File: src/rtl/bf16_pkg.sv
// rtl/bf16_pkg.sv - BF16 types, constants, accumulator states and leading-zero helper
package bf16_pkg;

  typedef struct packed {
    logic       sign;
    logic [7:0] exp;
    logic [6:0] man;
  } bf16_t;

  localparam int          BF16_BIAS = 127;
  localparam logic [15:0] BF16_QNAN = 16'h7FC0;
  localparam logic [15:0] BF16_PINF = 16'h7F80;
  localparam logic [15:0] BF16_NINF = 16'hFF80;

  typedef enum logic [1:0] {WAIT_IN, ADD, OUT} accum_state_e;

  // Returns 11 for an all-zero input.
  function automatic logic [3:0] lzc11(input logic [10:0] v);
    lzc11 = 4'd11;
    for (int i = 0; i <= 10; i++) begin
      if (v[i]) lzc11 = 4'(10 - i);
    end
  endfunction

endpackage

File: src/rtl/bf16_align.sv
// rtl/bf16_align.sv - combinational align stage: flush, swap, shift with sticky, special flags
module bf16_align
  import bf16_pkg::*;
(
  input  logic [15:0] i_acc,
  input  logic [15:0] i_prod,
  output logic        o_sign,
  output logic [7:0]  o_exp,
  output logic [10:0] o_sig_l,
  output logic [10:0] o_sig_s,
  output logic        o_sub,
  output logic        o_nan,
  output logic        o_inf,
  output logic        o_inf_sign
);

  bf16_t       w_a, w_b, w_l, w_s;
  logic        w_a_nan, w_b_nan, w_a_inf, w_b_inf;
  logic [7:0]  w_sig_l, w_sig_s, w_diff;
  logic [18:0] w_wide;

  always_comb begin
    w_a = i_acc;
    w_b = i_prod;
    w_a_nan = (w_a.exp == 8'hFF) && (w_a.man != '0);
    w_b_nan = (w_b.exp == 8'hFF) && (w_b.man != '0);
    w_a_inf = (w_a.exp == 8'hFF) && (w_a.man == '0);
    w_b_inf = (w_b.exp == 8'hFF) && (w_b.man == '0);
    if (w_a.exp == '0) w_a.man = '0;
    if (w_b.exp == '0) w_b.man = '0;

    if ({w_b.exp, w_b.man} > {w_a.exp, w_a.man}) begin
      w_l = w_b;
      w_s = w_a;
    end else begin
      w_l = w_a;
      w_s = w_b;
    end
    w_sig_l = (w_l.exp == '0) ? 8'h00 : {1'b1, w_l.man};
    w_sig_s = (w_s.exp == '0) ? 8'h00 : {1'b1, w_s.man};
    w_diff  = w_l.exp - w_s.exp;

    // Top ten bits of the shifted window are significand+G+R; the rest fold into sticky.
    w_wide  = {w_sig_s, 11'b0} >> w_diff[3:0];
    o_sig_s = (w_diff >= 8'd11) ? {10'b0, |w_sig_s} : {w_wide[18:9], |w_wide[8:0]};
    o_sig_l = {w_sig_l, 3'b000};
    o_sign  = w_l.sign;
    o_exp   = w_l.exp;
    o_sub   = w_a.sign ^ w_b.sign;

    o_nan      = w_a_nan || w_b_nan || (w_a_inf && w_b_inf && (w_a.sign != w_b.sign));
    o_inf      = w_a_inf || w_b_inf;
    o_inf_sign = w_a_inf ? w_a.sign : w_b.sign;
  end

endmodule

File: src/rtl/bf16_accum.sv
// rtl/bf16_accum.sv - streaming BF16 sequence accumulator with add/normalize/round stage and FSM
module bf16_accum
  import bf16_pkg::*;
#(
  parameter int CNT_W = 8
) (
  input  logic             i_clk,
  input  logic             i_rst,
  input  logic             i_in_valid,
  output logic             o_in_ready,
  input  logic [15:0]      i_in_data,
  input  logic             i_in_last,
  output logic             o_out_valid,
  input  logic             i_out_ready,
  output logic [15:0]      o_out_data,
  output logic             o_out_ovf,
  output logic [CNT_W-1:0] o_out_count
);

  accum_state_e     r_state;
  logic [15:0]      r_acc;
  logic             r_ovf, r_last, r_in_ready, r_out_valid;
  logic [CNT_W-1:0] r_count;

  logic             r_sign, r_sub, r_nan, r_inf, r_inf_sign;
  logic [7:0]       r_exp;
  logic [10:0]      r_sig_l, r_sig_s;

  logic             w_sign, w_sub, w_nan, w_inf, w_inf_sign;
  logic [7:0]       w_exp1;
  logic [10:0]      w_sig_l, w_sig_s;

  bf16_align u_align (
    .i_acc      (r_acc),
    .i_prod     (i_in_data),
    .o_sign     (w_sign),
    .o_exp      (w_exp1),
    .o_sig_l    (w_sig_l),
    .o_sig_s    (w_sig_s),
    .o_sub      (w_sub),
    .o_nan      (w_nan),
    .o_inf      (w_inf),
    .o_inf_sign (w_inf_sign)
  );

  logic [11:0]       w_sum;
  logic [10:0]       w_norm;
  logic [3:0]        w_lz;
  logic              w_rnd, w_ovf;
  logic [8:0]        w_mant;
  logic signed [9:0] w_exp_n, w_exp_r;
  logic [15:0]       w_res;

  always_comb begin
    w_sum = r_sub ? ({1'b0, r_sig_l} - {1'b0, r_sig_s}) : ({1'b0, r_sig_l} + {1'b0, r_sig_s});
    w_lz  = lzc11(w_sum[10:0]);
    if (w_sum[11]) begin
      w_norm  = {w_sum[11:2], |w_sum[1:0]};
      w_exp_n = $signed({2'b00, r_exp}) + 10'sd1;
    end else begin
      w_norm  = w_sum[10:0] << w_lz;
      w_exp_n = $signed({2'b00, r_exp}) - $signed({6'b0, w_lz});
    end
    w_rnd   = w_norm[2] & (w_norm[1] | w_norm[0] | w_norm[3]);
    w_mant  = {1'b0, w_norm[10:3]} + {8'b0, w_rnd};
    w_exp_r = w_mant[8] ? (w_exp_n + 10'sd1) : w_exp_n;

    w_ovf = 1'b0;
    if (r_nan) begin
      w_res = BF16_QNAN;
    end else if (r_inf) begin
      w_res = r_inf_sign ? BF16_NINF : BF16_PINF;
    end else if (w_sum == '0) begin
      // Cancellation yields +0; only a sum of two like-signed zeros keeps the sign.
      w_res = r_sub ? 16'h0000 : {r_sign, 15'b0};
    end else if (w_exp_r >= 10'sd255) begin
      w_res = r_sign ? BF16_NINF : BF16_PINF;
      w_ovf = 1'b1;
    end else if (w_exp_r <= 10'sd0) begin
      w_res = {r_sign, 15'b0};
    end else begin
      w_res = {r_sign, w_exp_r[7:0], w_mant[6:0]};
    end
  end

  always_ff @(posedge i_clk) begin
    if (i_rst) begin
      r_state     <= WAIT_IN;
      r_acc       <= 16'h0000;
      r_ovf       <= 1'b0;
      r_count     <= '0;
      r_last      <= 1'b0;
      r_in_ready  <= 1'b1;
      r_out_valid <= 1'b0;
      r_sign      <= 1'b0;
      r_exp       <= '0;
      r_sig_l     <= '0;
      r_sig_s     <= '0;
      r_sub       <= 1'b0;
      r_nan       <= 1'b0;
      r_inf       <= 1'b0;
      r_inf_sign  <= 1'b0;
    end else begin
      case (r_state)
        WAIT_IN: if (i_in_valid) begin
          r_sign     <= w_sign;
          r_exp      <= w_exp1;
          r_sig_l    <= w_sig_l;
          r_sig_s    <= w_sig_s;
          r_sub      <= w_sub;
          r_nan      <= w_nan;
          r_inf      <= w_inf;
          r_inf_sign <= w_inf_sign;
          r_last     <= i_in_last;
          if (r_count != '1) r_count <= r_count + 1'b1;
          r_in_ready <= 1'b0;
          r_state    <= ADD;
        end
        ADD: begin
          r_acc <= w_res;
          r_ovf <= r_ovf | w_ovf;
          if (r_last) begin
            r_out_valid <= 1'b1;
            r_state     <= OUT;
          end else begin
            r_in_ready <= 1'b1;
            r_state    <= WAIT_IN;
          end
        end
        OUT: if (i_out_ready) begin
          r_acc       <= 16'h0000;
          r_ovf       <= 1'b0;
          r_count     <= '0;
          r_out_valid <= 1'b0;
          r_in_ready  <= 1'b1;
          r_state     <= WAIT_IN;
        end
        default: r_state <= WAIT_IN;
      endcase
    end
  end

  assign o_in_ready  = r_in_ready;
  assign o_out_valid = r_out_valid;
  assign o_out_data  = r_acc;
  assign o_out_ovf   = r_ovf;
  assign o_out_count = r_count;

endmodule

File: config.mk
export PLATFORM = sky130hd
export DESIGN_NAME = bf16_accum
export DESIGN_NICKNAME = d
export VERILOG_FILES = /design/src/rtl/bf16_pkg.sv /design/src/rtl/bf16_align.sv /design/src/rtl/bf16_accum.sv
export SDC_FILE = /design/constraint.sdc
export NUM_CORES = 1
export LEC_CHECK = 0
export ABC_AREA = 1
export CAP_MARGIN = 20
export CORE_UTILIZATION = 55
export DETAILED_ROUTE_END_ITERATION = 8
export GPL_TIMING_DRIVEN = 1
export MAX_ROUTING_LAYER = met4
export PLACE_DENSITY_LB_ADDON = 0.1
export SYNTH_ARGS = -nofsm -noshare
export SYNTH_HDL_FRONTEND = slang
export SYNTH_SLANG_ARGS = --single-unit
File: constraint.sdc
create_clock -name i_clk -period 4.2 [get_ports i_clk]
set_input_delay 1.05 -clock i_clk [delete_from_list [all_inputs] [get_ports i_clk]]
set_output_delay 1.05 -clock i_clk [all_outputs]
set_load 0.01 [all_outputs]
Word-level counts from Yosys, hierarchy flattened
Index checks and enable logic that the tools add are counted.
{"block": "word_totals", "reg_bits": 62, "word_cells": 129}
{"block": "classes", "add_sub_neg": 8, "n_lt_le_gt_ge": 4, "eq_ne": 11, "shift": 2, "mux": 53, "bitwise_logic": 5, "reduce_logical": 31}
{"cell": "$mux W16", "n": 9}
{"cell": "$mux W4", "n": 10}
{"cell": "$mux W8", "n": 5}
{"cell": "$logic_not A8 Y1", "n": 4}
{"cell": "$pmux W16 S2", "n": 1}
{"cell": "$mux W15", "n": 2}
{"cell": "$mux W11", "n": 2}
{"cell": "$mux W10", "n": 2}
{"cell": "$shr A19 B4 Y19", "n": 1}
{"cell": "$eq A8 B8 Y1 const B", "n": 2}
{"cell": "$pmux W8 S2", "n": 1}
{"cell": "$gt A15 B15 Y1", "n": 1}
{"cell": "$logic_not A7 Y1", "n": 2}
{"cell": "$mux W7", "n": 2}
{"cell": "$reduce_bool A7 Y1", "n": 2}
{"cell": "$add A11 B11 Y12", "n": 1}
{"cell": "$logic_not A12 Y1", "n": 1}
{"cell": "$mux W12", "n": 1}
{"cell": "$sub A11 B11 Y12", "n": 1}
{"cell": "$mux W1", "n": 11}
{"cell": "$shl A11 B4 Y11", "n": 1}
{"cell": "$add A10 B2 Y10 const B", "n": 1}
{"cell": "$ge A10 B9 Y1 const B", "n": 1}
{"cell": "$le A10 B1 Y1 const B", "n": 1}
{"cell": "29 further kinds", "n": 49}

Logic depth before layout (Yosys ltp)
{"block": "depth", "depth_word": 27, "mapped_depth": 42, "depth_no_buf": 41}

By module
Synthesis repeated with hierarchy kept, for this count alone.
{"block": "unflattened", "hier_cells": 1272, "area_unflattened_um2": 7449.6}
{"module": "bf16_accum", "n_inst": 1, "cells_per_inst": 842, "area_per_inst_um2": 5308.8, "seq_area_each_um2": 1301.2}
{"module": "bf16_align", "n_inst": 1, "cells_per_inst": 430, "area_per_inst_um2": 2140.8, "seq_area_each_um2": 0.0}

Worst setup path after synthesis
Ideal clock, no wire load.
{"block": "synth_timing", "path_type": "input-to-reg", "from": "input i_in_data[10]", "to": "register r_sig_s[0]", "t_arrival_ps": 4288, "required_time_ps": 4068, "slack_ps": -220, "stages": 27, "n_path_buf": 2, "path_cell_list": "inv_1 nand4_1 nor2_1 nor2_1 ha_1 nand2_1 nor2_1 a211oi_1 o221ai_1 nand3_1 nand2_1 nand2_1 clkbuf_1 o21ai_0 nand2_1 ha_1 a21oi_1 or2_1 nand2_1 clkbuf_1 nand3_1 nand2_1 nand4_1 o31ai_1 nand2_1 nand2_1 a21oi_1"}
{"block": "synth_via", "elab_chain_len": 9}
{"element": "start, declared", "line_no": "bf16_accum.sv:11", "source": "input logic [15:0] i_in_data,"}
{"element": "parallel branches: the longest is 8 deep, another holds $gt A15 B15 Y1"}
{"element": "$mux W11 (*)", "line_no": "bf16_align.sv:45", "source": "o_sig_s = (w_diff >= 8'd11) ? {10'b0, |w_sig_s} : {w_wide[18:9], |w_wide[8:0]};"}
{"element": "end signal, assigned", "line_no": "bf16_accum.sv:109", "source": "r_sig_s <= w_sig_s;"}
{"element": "end, declared", "line_no": "bf16_accum.sv:27", "source": "logic [10:0] r_sig_l, r_sig_s;"}
Mark *: on every way between the ends.
A chain may end at the register's enable or synchronous reset.

Worst setup path in the final report
{"block": "layout_timing", "from": "register r_sig_s[5]", "to": "register r_acc[11], in the netlist o_out_data[11]"}
{"block": "layout_via", "elab_chain_len": 22}
{"element": "$add A11 B11 Y12 / $sub A11 B11 Y12 (equally long branches)", "line_no": "bf16_accum.sv:55", "source": "w_sum = r_sub ? ({1'b0, r_sig_l} - {1'b0, r_sig_s}) : ({1'b0, r_sig_l} + {1'b0, r_sig_s});"}
{"element": "$mux W12 (*)", "line_no": "bf16_accum.sv:55"}
{"element": "$mux W4 (6 in series)", "line_no": "bf16_pkg.sv:21", "source": "if (v[i]) lzc11 = 4'(10 - i);"}
{"element": "$shl A11 B4 Y11", "line_no": "bf16_accum.sv:61", "source": "w_norm = w_sum[10:0] << w_lz;"}
{"element": "$mux W11", "line_no": "bf16_accum.sv:57", "source": "if (w_sum[11]) begin"}
{"element": "$or A1 B1 Y1 (2 in series)", "line_no": "bf16_accum.sv:64", "source": "w_rnd = w_norm[2] & (w_norm[1] | w_norm[0] | w_norm[3]);"}
{"element": "$and A1 B1 Y1", "line_no": "bf16_accum.sv:64"}
{"element": "$add A8 B1 Y9", "line_no": "bf16_accum.sv:65", "source": "w_mant = {1'b0, w_norm[10:3]} + {8'b0, w_rnd};"}
{"element": "$mux W10", "line_no": "bf16_accum.sv:66", "source": "w_exp_r = w_mant[8] ? (w_exp_n + 10'sd1) : w_exp_n;"}
{"element": "$le A10 B1 Y1", "line_no": "bf16_accum.sv:79", "source": "end else if (w_exp_r <= 10'sd0) begin"}
{"element": "$mux W15", "line_no": "bf16_accum.sv:79"}
{"element": "$mux W16", "line_no": "bf16_accum.sv:76", "source": "end else if (w_exp_r >= 10'sd255) begin"}
{"element": "$mux W16 (*)", "line_no": "bf16_accum.sv:73", "source": "end else if (w_sum == '0) begin"}
{"element": "$mux W16 (*)", "line_no": "bf16_accum.sv:71", "source": "end else if (r_inf) begin"}
{"element": "$mux W16 (*)", "line_no": "bf16_accum.sv:69", "source": "if (r_nan) begin"}
{"element": "$pmux W16 S2 (*)", "line_no": "bf16_accum.sv:104", "source": "case (r_state)"}
{"element": "end signal, assigned", "line_no": "bf16_accum.sv:120", "source": "r_acc <= w_res;"}
{"element": "end, declared", "line_no": "bf16_accum.sv:21", "source": "logic [15:0] r_acc;"}
Every way passes the cells marked *; elsewhere a longest branch is shown, timed or not.

==> flow_summary.toml <==
[setup_path]
path_common_cell = "nand2_2"
worstPathMaxFanout = 7
path_class = "register to register"
cpPeakStageDelay_ns = 0.32
cp-startpoint = "r_sig_s[5]$_SDFFE_PP0P_"
critPathLaunchType = "register"
cp_data_required_time_ns = 4.47
cp-end-kind = "register"
cp.arrival_ns = 5.93
crit_slowest_cell = "dfxtp_2"
reg2reg_from = "r_sig_s[5]$_SDFFE_PP0P_"

[clock_network]
path_clk_slew_ns = 0.06
cts_sinks = 62
cts_buffers = 9
clock_path_buffers = 2
cts_root_buffer = "clkbuf_16"
clkLatencyLatePin_ns = 0.34
ctsHoldBuffers = 0
cts_tree = "built"
htreeDepth = 3

[floorplan]
ioPinCount = 48
initial_core_util_pct = 57.18
dieArea_um2 = 13100
coreArea_um2 = 12160
die_w_um = 114.4
die_h_um = 114.4
row_count = 40

[synth]
async_flop_share_pct = 0
syn-num-nets = 1230
syn_inst = 1161
yosysWarnings = 0
synth.top_cells.by_area = "nand2_1 19%, dfxtp_1 18%, ha_1 8.3%, inv_1 7.6%, nand3_1 6.6%"
ys_seq_area_share_pct = 17.85
synth-seq-cells = 62
syn_area_per_cell_um2 = 5.990
synth_area_um2 = 6954
synth_edf_count = 0
synthDistinctLibCells = 55
synth_area_leader_cell = "nand2_1"
ys.flop_type = "dfxtp_1"
yosysTopAreaCellShare_pct = 19.32

[final_layout]
nNetsFinal = 1538
fin_util_pct = 91.37
final_common_cell = "nand2_1"
design_area_um2 = 11110
drive_above_1_share_pct = 42.13
syn_to_final_growth_pct = 59.79
antennaDiodeCount = 0
layout_common_cells = "289 x nand2_1, 256 x buf_4, 115 x inv_1"

[grt]
track_usage_pct = 43.94
gr-total-overflow = 0
grt_pass1_wl_mm = 44.04
grt_max_degree = 50
antenna_found_initial = 0
grt_pass1_vias = 9022

[timing]
slew_headroom_pct = 40.14
setup_tns_ns = -25.36
setup_viol = 27
period_share_pct = 134.7
rsz0062_at_grt = "true"
hold_viol_final = 0
fin_crit_ns = 5.658
finClkSkew_ns = 0.01530
worst_slack_ns = -1.458
fmax_mhz = 176.7
tightestPinTransition_ns = 0.8946
slew_viol_final = 0
whs_ns = 0.4940

[route]
wl_met3_mm = 5.560
vias = 10860
drtIter0Drc = 2250
drc = 45
drt-met1-wl_mm = 11.98
final_antenna_net_count = 0
highest_layer = "met4"
viasPerCell = 6.613
wl_met2_mm = 15.14
wl_per_cell_um = 22.10
wirelength_mm = 36.28
dr.pass1.iters = 9

[place]
placed_area_um2 = 8979
gp_congestion = 0.9991
hpwl_mm = 17.11
numPortBuffers = 47
dp_slack_ns = -1.020

[min_path]
min_path_type = "register to register"
hp-start = "o_out_ovf$_SDFFE_PP0P_"

[power]
powerDensity_nw_per_um2 = 705.6
ir_drop_uv = 371.4
p_leak_nw = 5.395

[outcome]
violations = "design-rule violations, negative setup slack"
status = "finished with violations"

[job]
cap_violations = 0
## timing repair
action,CTS,global route
resized for setup,194,156
cloned,5,3
setup buffers,41,34
setup endpoints to repair,30,30
pin swaps,95,101
## metal layers
layer / up-vias / global-route usage [%]
met1: 4778 / 50.94
met5: - / -
met3: 492 / 11.12
met4: 0 / 21.47
met2: 1158 / 70.79
li1: 4431 / -
## path summary, 6_finish.rpt
check / slack [ns] / depth (start not counted) / endpoint
worst max-delay path: -1.46 / 40 / o_out_data[11]$_SDFFE_PP0P_
worst min-delay path: 0.49 / 2 / o_out_ovf$_SDFFE_PP0P_
worst max register to register: -1.46 / 40 / o_out_data[11]$_SDFFE_PP0P_
worst min register to register: 0.49 / 2 / o_out_ovf$_SDFFE_PP0P_
## report_power, final
group / switching (W) / internal, W
Clock: 0.000300 / 0.000509
Combinational: 0.00381 / 0.00250
Sequential: 0.0000722 / 0.000647
Total: 0.00418 / 0.00366
## synth_stat cells, drive strengths merged, types with 3 or more instances
cell / count
clkinv: 7
or2: 10
nand4: 41
dfxtp: 62
inv: 154
ha: 46
nor3: 16
a211oi: 4
xor2: 15
xnor2: 6
clkbuf: 19
nand3: 100
nor2: 79
nand3b: 3
a21oi: 81
o21ai: 75
nor4: 6
buf: 15
o211ai: 12
nand2: 386
## critical path: cells and delay by family, from the launching register on
family / cells / cell delay, ns
fa+ha+maj: 2 / 0.54
simple gates: 27 / 3.21
compound gates: 4 / 0.63
flops: 1 / 0.32
xor+xnor: 1 / 0.15
buf+inv: 6 / 0.71
## registers in the layout, indices dropped and copies added (netlist names), 2 cells and up
name / flops
o_out_count: 8
r_sig_s: 11
r_state: 2
r_exp: 8
r_sig_l: 8
o_out_data: 16
## metrics by stage
step	instances	total power, W
after floorplan	1161	0.003075
after global placement	1544	0.004546
after detailed placement	1544	0.004585
after CTS	1605	0.006245
after global routing	1642	0.008154
final	1642	0.007841
## cell families (layout without fill, tap and decap cells)
group / Yosys count / after routing / share of synthesized area, %
compound gates: 187 / 187 / 15.28
xor+xnor: 21 / 21 / 2.645
fa+ha+maj: 48 / 48 / 8.852
buf+inv: 196 / 506 / 11.73
flops: 62 / 62 / 17.85
mux: 2 / 2 / 0.2879
simple gates: 645 / 648 / 43.36
## cell type report
cell class              count  area (um^2)
well taps                 168        210.2
inverters                 161        630.6
clock buffers              12        266.5
clock inverters             4        53.80
repair buffers            328         2719
multi-input cells         906         5969
fillers                   498         1050
flip-flops and latches     62         1255
repair inverters            1        7.507
No activity file was read; power rests on OpenSTA's default activity.
